**src/rtl/rob_commit_if.sv**
```systemverilog
// Commit-side bundle between the ROB head, the commit controller and the
// rename/free-list/fetch consumers. master = ROB side, slave = commit controller.
interface rob_commit_if #(
    parameter int PREG_W = 6
);
    logic              head_good0, head_good1;
    logic [31:0]       uop0_pc, uop1_pc;
    logic              uop0_is_br, uop1_is_br;
    logic              uop0_pred_taken, uop1_pred_taken;
    logic [31:0]       uop0_pred_addr, uop1_pred_addr;
    logic              uop0_br_taken, uop1_br_taken;
    logic [31:0]       uop0_br_addr, uop1_br_addr;
    logic              uop0_wb_en, uop1_wb_en;
    logic [4:0]        uop0_arch_dst, uop1_arch_dst;
    logic [PREG_W-1:0] uop0_phys_dst, uop1_phys_dst;
    logic [PREG_W-1:0] uop0_old_phys, uop1_old_phys;
    logic              commit_stall;

    logic              rob_ack0, rob_ack1;
    logic              cm_valid0, cm_valid1;
    logic [4:0]        cm_arch_dst0, cm_arch_dst1;
    logic [PREG_W-1:0] cm_phys_dst0, cm_phys_dst1;
    logic [PREG_W-1:0] cm_free0, cm_free1;
    logic              flush_req;
    logic              redirect_valid;
    logic [31:0]       redirect_pc;
    logic [31:0]       retired_cnt;
    logic [1:0]        dbg_state;

    // Handshake: rob_ack0/1 are same-cycle retire strobes with no backpressure
    // from the ROB; the ROB must mark the slot committed on the clock edge
    // where the ack is high. cm_* are one-cycle-later valid-only strobes.
    modport master (
        output head_good0, head_good1, uop0_pc, uop1_pc, uop0_is_br, uop1_is_br,
               uop0_pred_taken, uop1_pred_taken, uop0_pred_addr, uop1_pred_addr,
               uop0_br_taken, uop1_br_taken, uop0_br_addr, uop1_br_addr,
               uop0_wb_en, uop1_wb_en, uop0_arch_dst, uop1_arch_dst,
               uop0_phys_dst, uop1_phys_dst, uop0_old_phys, uop1_old_phys, commit_stall,
        input  rob_ack0, rob_ack1, cm_valid0, cm_valid1, cm_arch_dst0, cm_arch_dst1,
               cm_phys_dst0, cm_phys_dst1, cm_free0, cm_free1, flush_req,
               redirect_valid, redirect_pc, retired_cnt, dbg_state
    );

    modport slave (
        input  head_good0, head_good1, uop0_pc, uop1_pc, uop0_is_br, uop1_is_br,
               uop0_pred_taken, uop1_pred_taken, uop0_pred_addr, uop1_pred_addr,
               uop0_br_taken, uop1_br_taken, uop0_br_addr, uop1_br_addr,
               uop0_wb_en, uop1_wb_en, uop0_arch_dst, uop1_arch_dst,
               uop0_phys_dst, uop1_phys_dst, uop0_old_phys, uop1_old_phys, commit_stall,
        output rob_ack0, rob_ack1, cm_valid0, cm_valid1, cm_arch_dst0, cm_arch_dst1,
               cm_phys_dst0, cm_phys_dst1, cm_free0, cm_free1, flush_req,
               redirect_valid, redirect_pc, retired_cnt, dbg_state
    );
endinterface

```
**src/rtl/rob_commit_ctrl.sv**
```systemverilog
// Two-wide ROB commit controller: picks retiring head slots, forwards rename
// updates, and sequences mispredict flushes after the MIPS delay slot retires.
module rob_commit_ctrl #(
    parameter int FLUSH_CYCLES = 2,
    parameter int PREG_W       = 6
) (
    input logic        clk,
    input logic        rst,
    rob_commit_if.slave bus
);
    typedef enum logic [1:0] {RUN = 2'd0, WAIT_DS = 2'd1, FLUSH = 2'd2} state_t;

    localparam int CW = (FLUSH_CYCLES > 1) ? $clog2(FLUSH_CYCLES) : 1;
    localparam logic [CW-1:0] LAST = CW'(FLUSH_CYCLES - 1);

    state_t      state, state_n;
    logic        ds_slot1, ds_slot1_n;
    logic [31:0] target, target_n;
    logic [CW-1:0] cnt, cnt_n;
    logic        ack0, ack1;
    logic        mis0, mis1;
    logic [31:0] tgt0, tgt1;

    logic              cm_valid0_q, cm_valid1_q;
    logic [4:0]        cm_arch0_q, cm_arch1_q;
    logic [PREG_W-1:0] cm_phys0_q, cm_phys1_q, cm_free0_q, cm_free1_q;
    logic [31:0]       retired_q;

    function automatic logic mispredict(input logic is_br, input logic pt, input logic [31:0] pa,
                                        input logic bt, input logic [31:0] ba);
        return is_br && ((bt != pt) || (bt && (ba != pa)));
    endfunction

    assign mis0 = mispredict(bus.uop0_is_br, bus.uop0_pred_taken, bus.uop0_pred_addr,
                             bus.uop0_br_taken, bus.uop0_br_addr);
    assign mis1 = mispredict(bus.uop1_is_br, bus.uop1_pred_taken, bus.uop1_pred_addr,
                             bus.uop1_br_taken, bus.uop1_br_addr);
    assign tgt0 = bus.uop0_br_taken ? bus.uop0_br_addr : bus.uop0_pc + 32'd8;
    assign tgt1 = bus.uop1_br_taken ? bus.uop1_br_addr : bus.uop1_pc + 32'd8;

    always_comb begin
        state_n    = state;
        ds_slot1_n = ds_slot1;
        target_n   = target;
        cnt_n      = cnt;
        ack0       = 1'b0;
        ack1       = 1'b0;
        unique case (state)
            RUN: begin
                if (!bus.commit_stall) begin
                    ack0 = bus.head_good0;
                    // head_good0 cannot tell "absent" from "unfinished", so slot1
                    // only retires together with slot0 to keep commit in order.
                    ack1 = bus.head_good1 && ack0;
                    if (ack0 && mis0) begin
                        target_n   = tgt0;
                        ds_slot1_n = 1'b0;
                        state_n    = ack1 ? FLUSH : WAIT_DS;
                    end else if (ack1 && mis1) begin
                        target_n   = tgt1;
                        ds_slot1_n = 1'b1;
                        state_n    = WAIT_DS;
                    end
                end
            end
            WAIT_DS: begin
                if (!bus.commit_stall) begin
                    if (ds_slot1) ack0 = bus.head_good0;
                    else          ack1 = bus.head_good1;
                    if (ack0 || ack1) state_n = FLUSH;
                end
            end
            FLUSH: begin
                if (cnt == LAST) begin
                    state_n = RUN;
                    cnt_n   = '0;
                end else begin
                    cnt_n = cnt + 1'b1;
                end
            end
            default: state_n = RUN;
        endcase
        if (!rst) begin
            ack0 = 1'b0;
            ack1 = 1'b0;
        end
    end

    always_ff @(posedge clk) begin
        if (!rst) begin
            state       <= RUN;
            ds_slot1    <= 1'b0;
            target      <= '0;
            cnt         <= '0;
            cm_valid0_q <= 1'b0;
            cm_valid1_q <= 1'b0;
            cm_arch0_q  <= '0;
            cm_arch1_q  <= '0;
            cm_phys0_q  <= '0;
            cm_phys1_q  <= '0;
            cm_free0_q  <= '0;
            cm_free1_q  <= '0;
            retired_q   <= '0;
        end else begin
            state       <= state_n;
            ds_slot1    <= ds_slot1_n;
            target      <= target_n;
            cnt         <= cnt_n;
            cm_valid0_q <= ack0 && bus.uop0_wb_en;
            cm_valid1_q <= ack1 && bus.uop1_wb_en;
            cm_arch0_q  <= bus.uop0_arch_dst;
            cm_arch1_q  <= bus.uop1_arch_dst;
            cm_phys0_q  <= bus.uop0_phys_dst;
            cm_phys1_q  <= bus.uop1_phys_dst;
            cm_free0_q  <= bus.uop0_old_phys;
            cm_free1_q  <= bus.uop1_old_phys;
            retired_q   <= retired_q + 32'(ack0) + 32'(ack1);
        end
    end

    assign bus.rob_ack0       = ack0;
    assign bus.rob_ack1       = ack1;
    assign bus.cm_valid0      = cm_valid0_q;
    assign bus.cm_valid1      = cm_valid1_q;
    assign bus.cm_arch_dst0   = cm_arch0_q;
    assign bus.cm_arch_dst1   = cm_arch1_q;
    assign bus.cm_phys_dst0   = cm_phys0_q;
    assign bus.cm_phys_dst1   = cm_phys1_q;
    assign bus.cm_free0       = cm_free0_q;
    assign bus.cm_free1       = cm_free1_q;
    assign bus.flush_req      = (state == FLUSH);
    assign bus.redirect_valid = (state == FLUSH) && (cnt == '0);
    assign bus.redirect_pc    = target;
    assign bus.retired_cnt    = retired_q;
    assign bus.dbg_state      = state;
endmodule

```
**src/flat_wrapper.sv**
```systemverilog
// flat-port wrapper written by rule: the top's interface ports become plain ports
module rob_commit_ctrl_flat 
#(
    parameter int FLUSH_CYCLES = 2,
    parameter int PREG_W       = 6
)
  (clk, rst, bus_head_good0, bus_head_good1, bus_uop0_pc, bus_uop1_pc, bus_uop0_is_br, bus_uop1_is_br, bus_uop0_pred_taken, bus_uop1_pred_taken, bus_uop0_pred_addr, bus_uop1_pred_addr, bus_uop0_br_taken, bus_uop1_br_taken, bus_uop0_br_addr, bus_uop1_br_addr, bus_uop0_wb_en, bus_uop1_wb_en, bus_uop0_arch_dst, bus_uop1_arch_dst, bus_uop0_phys_dst, bus_uop1_phys_dst, bus_uop0_old_phys, bus_uop1_old_phys, bus_commit_stall, bus_rob_ack0, bus_rob_ack1, bus_cm_valid0, bus_cm_valid1, bus_cm_arch_dst0, bus_cm_arch_dst1, bus_cm_phys_dst0, bus_cm_phys_dst1, bus_cm_free0, bus_cm_free1, bus_flush_req, bus_redirect_valid, bus_redirect_pc, bus_retired_cnt, bus_dbg_state);
  rob_commit_if #(.PREG_W(PREG_W)) bus_i ();
  input logic clk;
  input logic rst;
  input wire logic [$bits(bus_i.head_good0)-1:0] bus_head_good0;
  input wire logic [$bits(bus_i.head_good1)-1:0] bus_head_good1;
  input wire logic [$bits(bus_i.uop0_pc)-1:0] bus_uop0_pc;
  input wire logic [$bits(bus_i.uop1_pc)-1:0] bus_uop1_pc;
  input wire logic [$bits(bus_i.uop0_is_br)-1:0] bus_uop0_is_br;
  input wire logic [$bits(bus_i.uop1_is_br)-1:0] bus_uop1_is_br;
  input wire logic [$bits(bus_i.uop0_pred_taken)-1:0] bus_uop0_pred_taken;
  input wire logic [$bits(bus_i.uop1_pred_taken)-1:0] bus_uop1_pred_taken;
  input wire logic [$bits(bus_i.uop0_pred_addr)-1:0] bus_uop0_pred_addr;
  input wire logic [$bits(bus_i.uop1_pred_addr)-1:0] bus_uop1_pred_addr;
  input wire logic [$bits(bus_i.uop0_br_taken)-1:0] bus_uop0_br_taken;
  input wire logic [$bits(bus_i.uop1_br_taken)-1:0] bus_uop1_br_taken;
  input wire logic [$bits(bus_i.uop0_br_addr)-1:0] bus_uop0_br_addr;
  input wire logic [$bits(bus_i.uop1_br_addr)-1:0] bus_uop1_br_addr;
  input wire logic [$bits(bus_i.uop0_wb_en)-1:0] bus_uop0_wb_en;
  input wire logic [$bits(bus_i.uop1_wb_en)-1:0] bus_uop1_wb_en;
  input wire logic [$bits(bus_i.uop0_arch_dst)-1:0] bus_uop0_arch_dst;
  input wire logic [$bits(bus_i.uop1_arch_dst)-1:0] bus_uop1_arch_dst;
  input wire logic [$bits(bus_i.uop0_phys_dst)-1:0] bus_uop0_phys_dst;
  input wire logic [$bits(bus_i.uop1_phys_dst)-1:0] bus_uop1_phys_dst;
  input wire logic [$bits(bus_i.uop0_old_phys)-1:0] bus_uop0_old_phys;
  input wire logic [$bits(bus_i.uop1_old_phys)-1:0] bus_uop1_old_phys;
  input wire logic [$bits(bus_i.commit_stall)-1:0] bus_commit_stall;
  output wire logic [$bits(bus_i.rob_ack0)-1:0] bus_rob_ack0;
  output wire logic [$bits(bus_i.rob_ack1)-1:0] bus_rob_ack1;
  output wire logic [$bits(bus_i.cm_valid0)-1:0] bus_cm_valid0;
  output wire logic [$bits(bus_i.cm_valid1)-1:0] bus_cm_valid1;
  output wire logic [$bits(bus_i.cm_arch_dst0)-1:0] bus_cm_arch_dst0;
  output wire logic [$bits(bus_i.cm_arch_dst1)-1:0] bus_cm_arch_dst1;
  output wire logic [$bits(bus_i.cm_phys_dst0)-1:0] bus_cm_phys_dst0;
  output wire logic [$bits(bus_i.cm_phys_dst1)-1:0] bus_cm_phys_dst1;
  output wire logic [$bits(bus_i.cm_free0)-1:0] bus_cm_free0;
  output wire logic [$bits(bus_i.cm_free1)-1:0] bus_cm_free1;
  output wire logic [$bits(bus_i.flush_req)-1:0] bus_flush_req;
  output wire logic [$bits(bus_i.redirect_valid)-1:0] bus_redirect_valid;
  output wire logic [$bits(bus_i.redirect_pc)-1:0] bus_redirect_pc;
  output wire logic [$bits(bus_i.retired_cnt)-1:0] bus_retired_cnt;
  output wire logic [$bits(bus_i.dbg_state)-1:0] bus_dbg_state;
  assign bus_i.head_good0 = bus_head_good0;
  assign bus_i.head_good1 = bus_head_good1;
  assign bus_i.uop0_pc = bus_uop0_pc;
  assign bus_i.uop1_pc = bus_uop1_pc;
  assign bus_i.uop0_is_br = bus_uop0_is_br;
  assign bus_i.uop1_is_br = bus_uop1_is_br;
  assign bus_i.uop0_pred_taken = bus_uop0_pred_taken;
  assign bus_i.uop1_pred_taken = bus_uop1_pred_taken;
  assign bus_i.uop0_pred_addr = bus_uop0_pred_addr;
  assign bus_i.uop1_pred_addr = bus_uop1_pred_addr;
  assign bus_i.uop0_br_taken = bus_uop0_br_taken;
  assign bus_i.uop1_br_taken = bus_uop1_br_taken;
  assign bus_i.uop0_br_addr = bus_uop0_br_addr;
  assign bus_i.uop1_br_addr = bus_uop1_br_addr;
  assign bus_i.uop0_wb_en = bus_uop0_wb_en;
  assign bus_i.uop1_wb_en = bus_uop1_wb_en;
  assign bus_i.uop0_arch_dst = bus_uop0_arch_dst;
  assign bus_i.uop1_arch_dst = bus_uop1_arch_dst;
  assign bus_i.uop0_phys_dst = bus_uop0_phys_dst;
  assign bus_i.uop1_phys_dst = bus_uop1_phys_dst;
  assign bus_i.uop0_old_phys = bus_uop0_old_phys;
  assign bus_i.uop1_old_phys = bus_uop1_old_phys;
  assign bus_i.commit_stall = bus_commit_stall;
  assign bus_rob_ack0 = bus_i.rob_ack0;
  assign bus_rob_ack1 = bus_i.rob_ack1;
  assign bus_cm_valid0 = bus_i.cm_valid0;
  assign bus_cm_valid1 = bus_i.cm_valid1;
  assign bus_cm_arch_dst0 = bus_i.cm_arch_dst0;
  assign bus_cm_arch_dst1 = bus_i.cm_arch_dst1;
  assign bus_cm_phys_dst0 = bus_i.cm_phys_dst0;
  assign bus_cm_phys_dst1 = bus_i.cm_phys_dst1;
  assign bus_cm_free0 = bus_i.cm_free0;
  assign bus_cm_free1 = bus_i.cm_free1;
  assign bus_flush_req = bus_i.flush_req;
  assign bus_redirect_valid = bus_i.redirect_valid;
  assign bus_redirect_pc = bus_i.redirect_pc;
  assign bus_retired_cnt = bus_i.retired_cnt;
  assign bus_dbg_state = bus_i.dbg_state;
  rob_commit_ctrl #(.FLUSH_CYCLES(FLUSH_CYCLES), .PREG_W(PREG_W)) u_core (.clk(clk), .rst(rst), .bus(bus_i));
endmodule
```
**config.mk**
```make
export PLATFORM = sky130hd
export DESIGN_NAME = rob_commit_ctrl_flat
export DESIGN_NICKNAME = d
export VERILOG_FILES = /design/src/rtl/rob_commit_if.sv /design/src/rtl/rob_commit_ctrl.sv /design/src/flat_wrapper.sv
export SDC_FILE = /design/constraint.sdc
export NUM_CORES = 1
export LEC_CHECK = 0
export ABC_AREA = 1
export BUFFER_PORTS_ARGS = -buffer_cell sky130_fd_sc_hd__buf_2
export CAP_MARGIN = 20
export CORE_UTILIZATION = 32
export DETAILED_ROUTE_END_ITERATION = 8
export GPL_ROUTABILITY_DRIVEN = 0
export SLEW_MARGIN = 25
export SYNTH_ARGS = -nofsm -noshare
export SYNTH_HDL_FRONTEND = slang
export SYNTH_SLANG_ARGS = --single-unit
```
**constraint.sdc**
```tcl
create_clock -name clk -period 8.2 [get_ports clk]
set_input_delay 1.64 -clock clk [delete_from_list [all_inputs] [get_ports clk]]
set_output_delay 1.64 -clock clk [all_outputs]
set_load 0.02 [all_outputs]
```
==> reports/summary.txt <==
Worst hold margin: 0.488 ns
Commonest cells after routing, fill and taps aside: 497 x nand2_1, 344 x buf_2, 225 x inv_1
Power Density: 148 mW/mm²
Avg Cell Area, Syn: 5.62 µm²
Total global routing overflow: 0
Initial antenna violation count: 1
Area delta synth->final: 28.7%
Setup TNS: 0 ns
DRT iter0 DRCs: 790
Non-Filler Instances: 2034
Max frequency: 0.196 GHz
# rows: 56
DRC viols: 0
CP endpoint kind: flop
DP Area: 0.00974 mm²
Clock Latency Late Sink: 0.36 ns
Post-synthesis mux area share: 0%
Required time of the worst setup path: 8.45 ns
Peak VDD IR: 0.108 mV
Placed cell count: 2017
Core Footprint: 0.0237 mm²
Ys Warns: 0
Final ANT Viol Nets: 0
H-Tree Depth: 3
Largest net degree at the start of global routing: 93
Clock slew at reported path FFs: 0.07 ns
Fin Clk Skew: 0.0101 ns
Critical Path Fanout Max: 92
CTS Root Cell: clkbuf_16
Share of layout cells above drive strength 1: 22.8%
Lkg Pwr: 5.59 nW
Post-Route WL: 29.7 mm
Postcts setup bufs: 0
Post-route cell area: 0.0100 mm²
Drt wl/cell: 14.6 µm
Hold-fix buffers, CTS: 0
Setup violations, final: 0
Syn_nets: 1632
Slew Limit Fails: 0
Final #Nets: 1952
Final worst-path cycle share: 62.3%
FF+latch count, synth: 104
Total of max-cap violations: 0
Pint: 954 µW
Logic pwr share: 31.2%
Detailed Place HPWL: 24.5 mm
Post_cts resized: 0
Worst slack at placement: 2.70 ns
Maximum clock path buffer count: 2
Setup crit start kind: input port
Via count: 9333
Sw power: 527 µW
Final hold viol count: 0
Worst Tran Pin Value: 0.940 ns
Worst Hold Class: reg2reg
XOR/XNOR Fraction of Synth Area: 5.61%
Die Height: 158 µm
Area share of fa/ha/maj cells after synthesis: 0.737%
Simple-Gate Fraction of Synth Area: 45.4%
Num CTS Buffers: 9
Kind of critical path: in2reg
Commonest non-fill, non-tap cell in the layout: nand2_1
Multi-input logic area: 0.00466 mm²
Tmin final: 5.11 ns
Io pins: 345
Main combinational cell family by area after synthesis: simple AND/OR/NAND/NOR gates
Distinct cell type count of the synthesized netlist: 43
Seq pwr share: 38.6%
Post-Syn Area: 0.00780 mm²
Final setup margin: 3.09 ns
TritonCTS clock tree: built
# fillers: 2683
Post-Synthesis Cells: 1389
Vias in the first global route: 8743
Slew HR: 37.3%
Initial Utilization: 33.0%
Sw Ratio: 35.6%
CTS sink count: 104
Port bufs: 344
Register cell area after layout: 0.00208 mm²
Global-route wire length before repair: 45.3 mm
RSZ-0062 raised after global routing: no
Crit path DAT: 5.36 ns
Total GRT Usage: 23.8%
DR pass1 iterations: 5
Die area: 0.0250 mm²
Seq/Total Area, Yosys: 26.7%
DR vias/cell: 4.59
Die width: 158 µm
Status: completed
Clock share of power: 30.2%
Post-synthesis compound-gate area fraction: 7.98%
area by class of cell:
type | instances | area share, %
clock inverters | 5 | 0.635
well taps | 319 | 3.97
flip-flops and latches | 104 | 20.7
repair buffers | 346 | 17.3
multi-input cells | 1019 | 46.4
diodes | 1 | 0.0249
clock buffers | 11 | 2.42
inverters | 229 | 8.56
flip-flops by register name (all words and copies together), names as in the netlist:
name / cells
u_core.bus.cm_free0: 6
u_core.bus.cm_phys_dst1: 6
u_core.bus.redirect_pc: 32
u_core.bus.cm_arch_dst0: 5
u_core.bus.cm_arch_dst1: 5
u_core.bus.cm_valid0: 1
u_core.bus.cm_free1: 6
u_core.bus.retired_cnt: 32
u_core.bus.dbg_state: 2
u_core.ds_slot1: 1
u_core.bus.cm_valid1: 1
u_core.bus.cm_phys_dst0: 6
u_core.cnt: 1
cells in the mapped netlist, drive strengths merged:
cell type / instances / share of area, %
a21oi: 32 / 2.1
a311oi: 1 / 0.11
a31oi: 4 / 0.32
and2: 1 / 0.080
and3: 2 / 0.16
buf: 17 / 1.7
clkbuf: 20 / 0.96
dfxtp: 104 / 27
fa: 1 / 0.26
ha: 3 / 0.48
inv: 229 / 11
nand2: 501 / 25
nand3: 69 / 4.5
nand3b: 3 / 0.29
nand4: 19 / 1.5
nor2: 204 / 10
nor3: 38 / 2.9
nor3b: 4 / 0.38
nor4: 3 / 0.24
o2111a: 1 / 0.14
o211a: 2 / 0.26
o211ai: 7 / 0.67
o21a: 2 / 0.19
o21ai: 63 / 4.0
o221ai: 1 / 0.11
o22ai: 1 / 0.080
or2: 6 / 0.48
or3: 1 / 0.080
xnor2: 34 / 3.8
xor2: 16 / 1.8
routing by layer:
metal,GRT usage [%],up-vias,wire length [µm]
met5,0,-,0
met4,8.97,0,988
met2,39.2,374,13700
met3,3.59,47,2200
li1,-,4877,-
met1,31.1,4035,12800
power by group through the flow:
stage / Combinational, mW / Clock, mW / Sequential, mW
4_1_cts: 0.465 / 0.462 / 0.571
2_1_floorplan: 0.233 / 0 / 0.624
3_5_place_dp: 0.463 / 0 / 0.582
5_1_grt: 0.517 / 0.480 / 0.576
3_3_place_gp: 0.459 / 0 / 0.582
6_report: 0.463 / 0.448 / 0.571
worst paths after layout:
check	startpoint	end	slack, ns	depth (start not counted)
worst max-delay path	rst	u_core.bus.retired_cnt[24]	3.09	19
worst min-delay path	u_core.cnt	u_core.cnt	0.49	2
worst min register to register	u_core.cnt	u_core.cnt	0.49	2
worst max register to register	u_core.bus.dbg_state[0]	u_core.bus.retired_cnt[24]	4.67	18
cells by family (layout without fill, tap and decap cells):
logic type               count (synthesis)  after routing
other                                    0              1
AND/OR/NAND/NOR                        851            851
XOR/XNOR                                50             50
AO/OA/AOI/OAI                          114            114
adder cells (fa/ha/maj)                  4              4
flip-flops                             104            104
buffers and inverters                  266            591
worst max-delay path: stages:
cell and delay, ns:
buf_2 0.08, buf_4 0.72, inv_1 0.47, a21oi_1 0.30, inv_1 0.11, fa_1 0.43, inv_1 0.11, ha_1 0.18
nand2_1 0.09, nor2_2 0.13, nand2_1 0.11, inv_2 0.08, nand3_1 0.12, nor3_2 0.17, nand2_1 0.11, nor2_2 0.20
nand2_1 0.09, o21ai_1 0.13, nor2_1 0.06
metrics by stage:
stage / total power, mW / util [%]
after global routing: 1.57 / 42.4
final: 1.48 / 42.4
after detailed placement: 1.05 / 41.1
after global placement: 1.04 / 41.1
after floorplan: 0.857 / -
after CTS: 1.50 / 42.4
(Power assumes the default switching activity.)
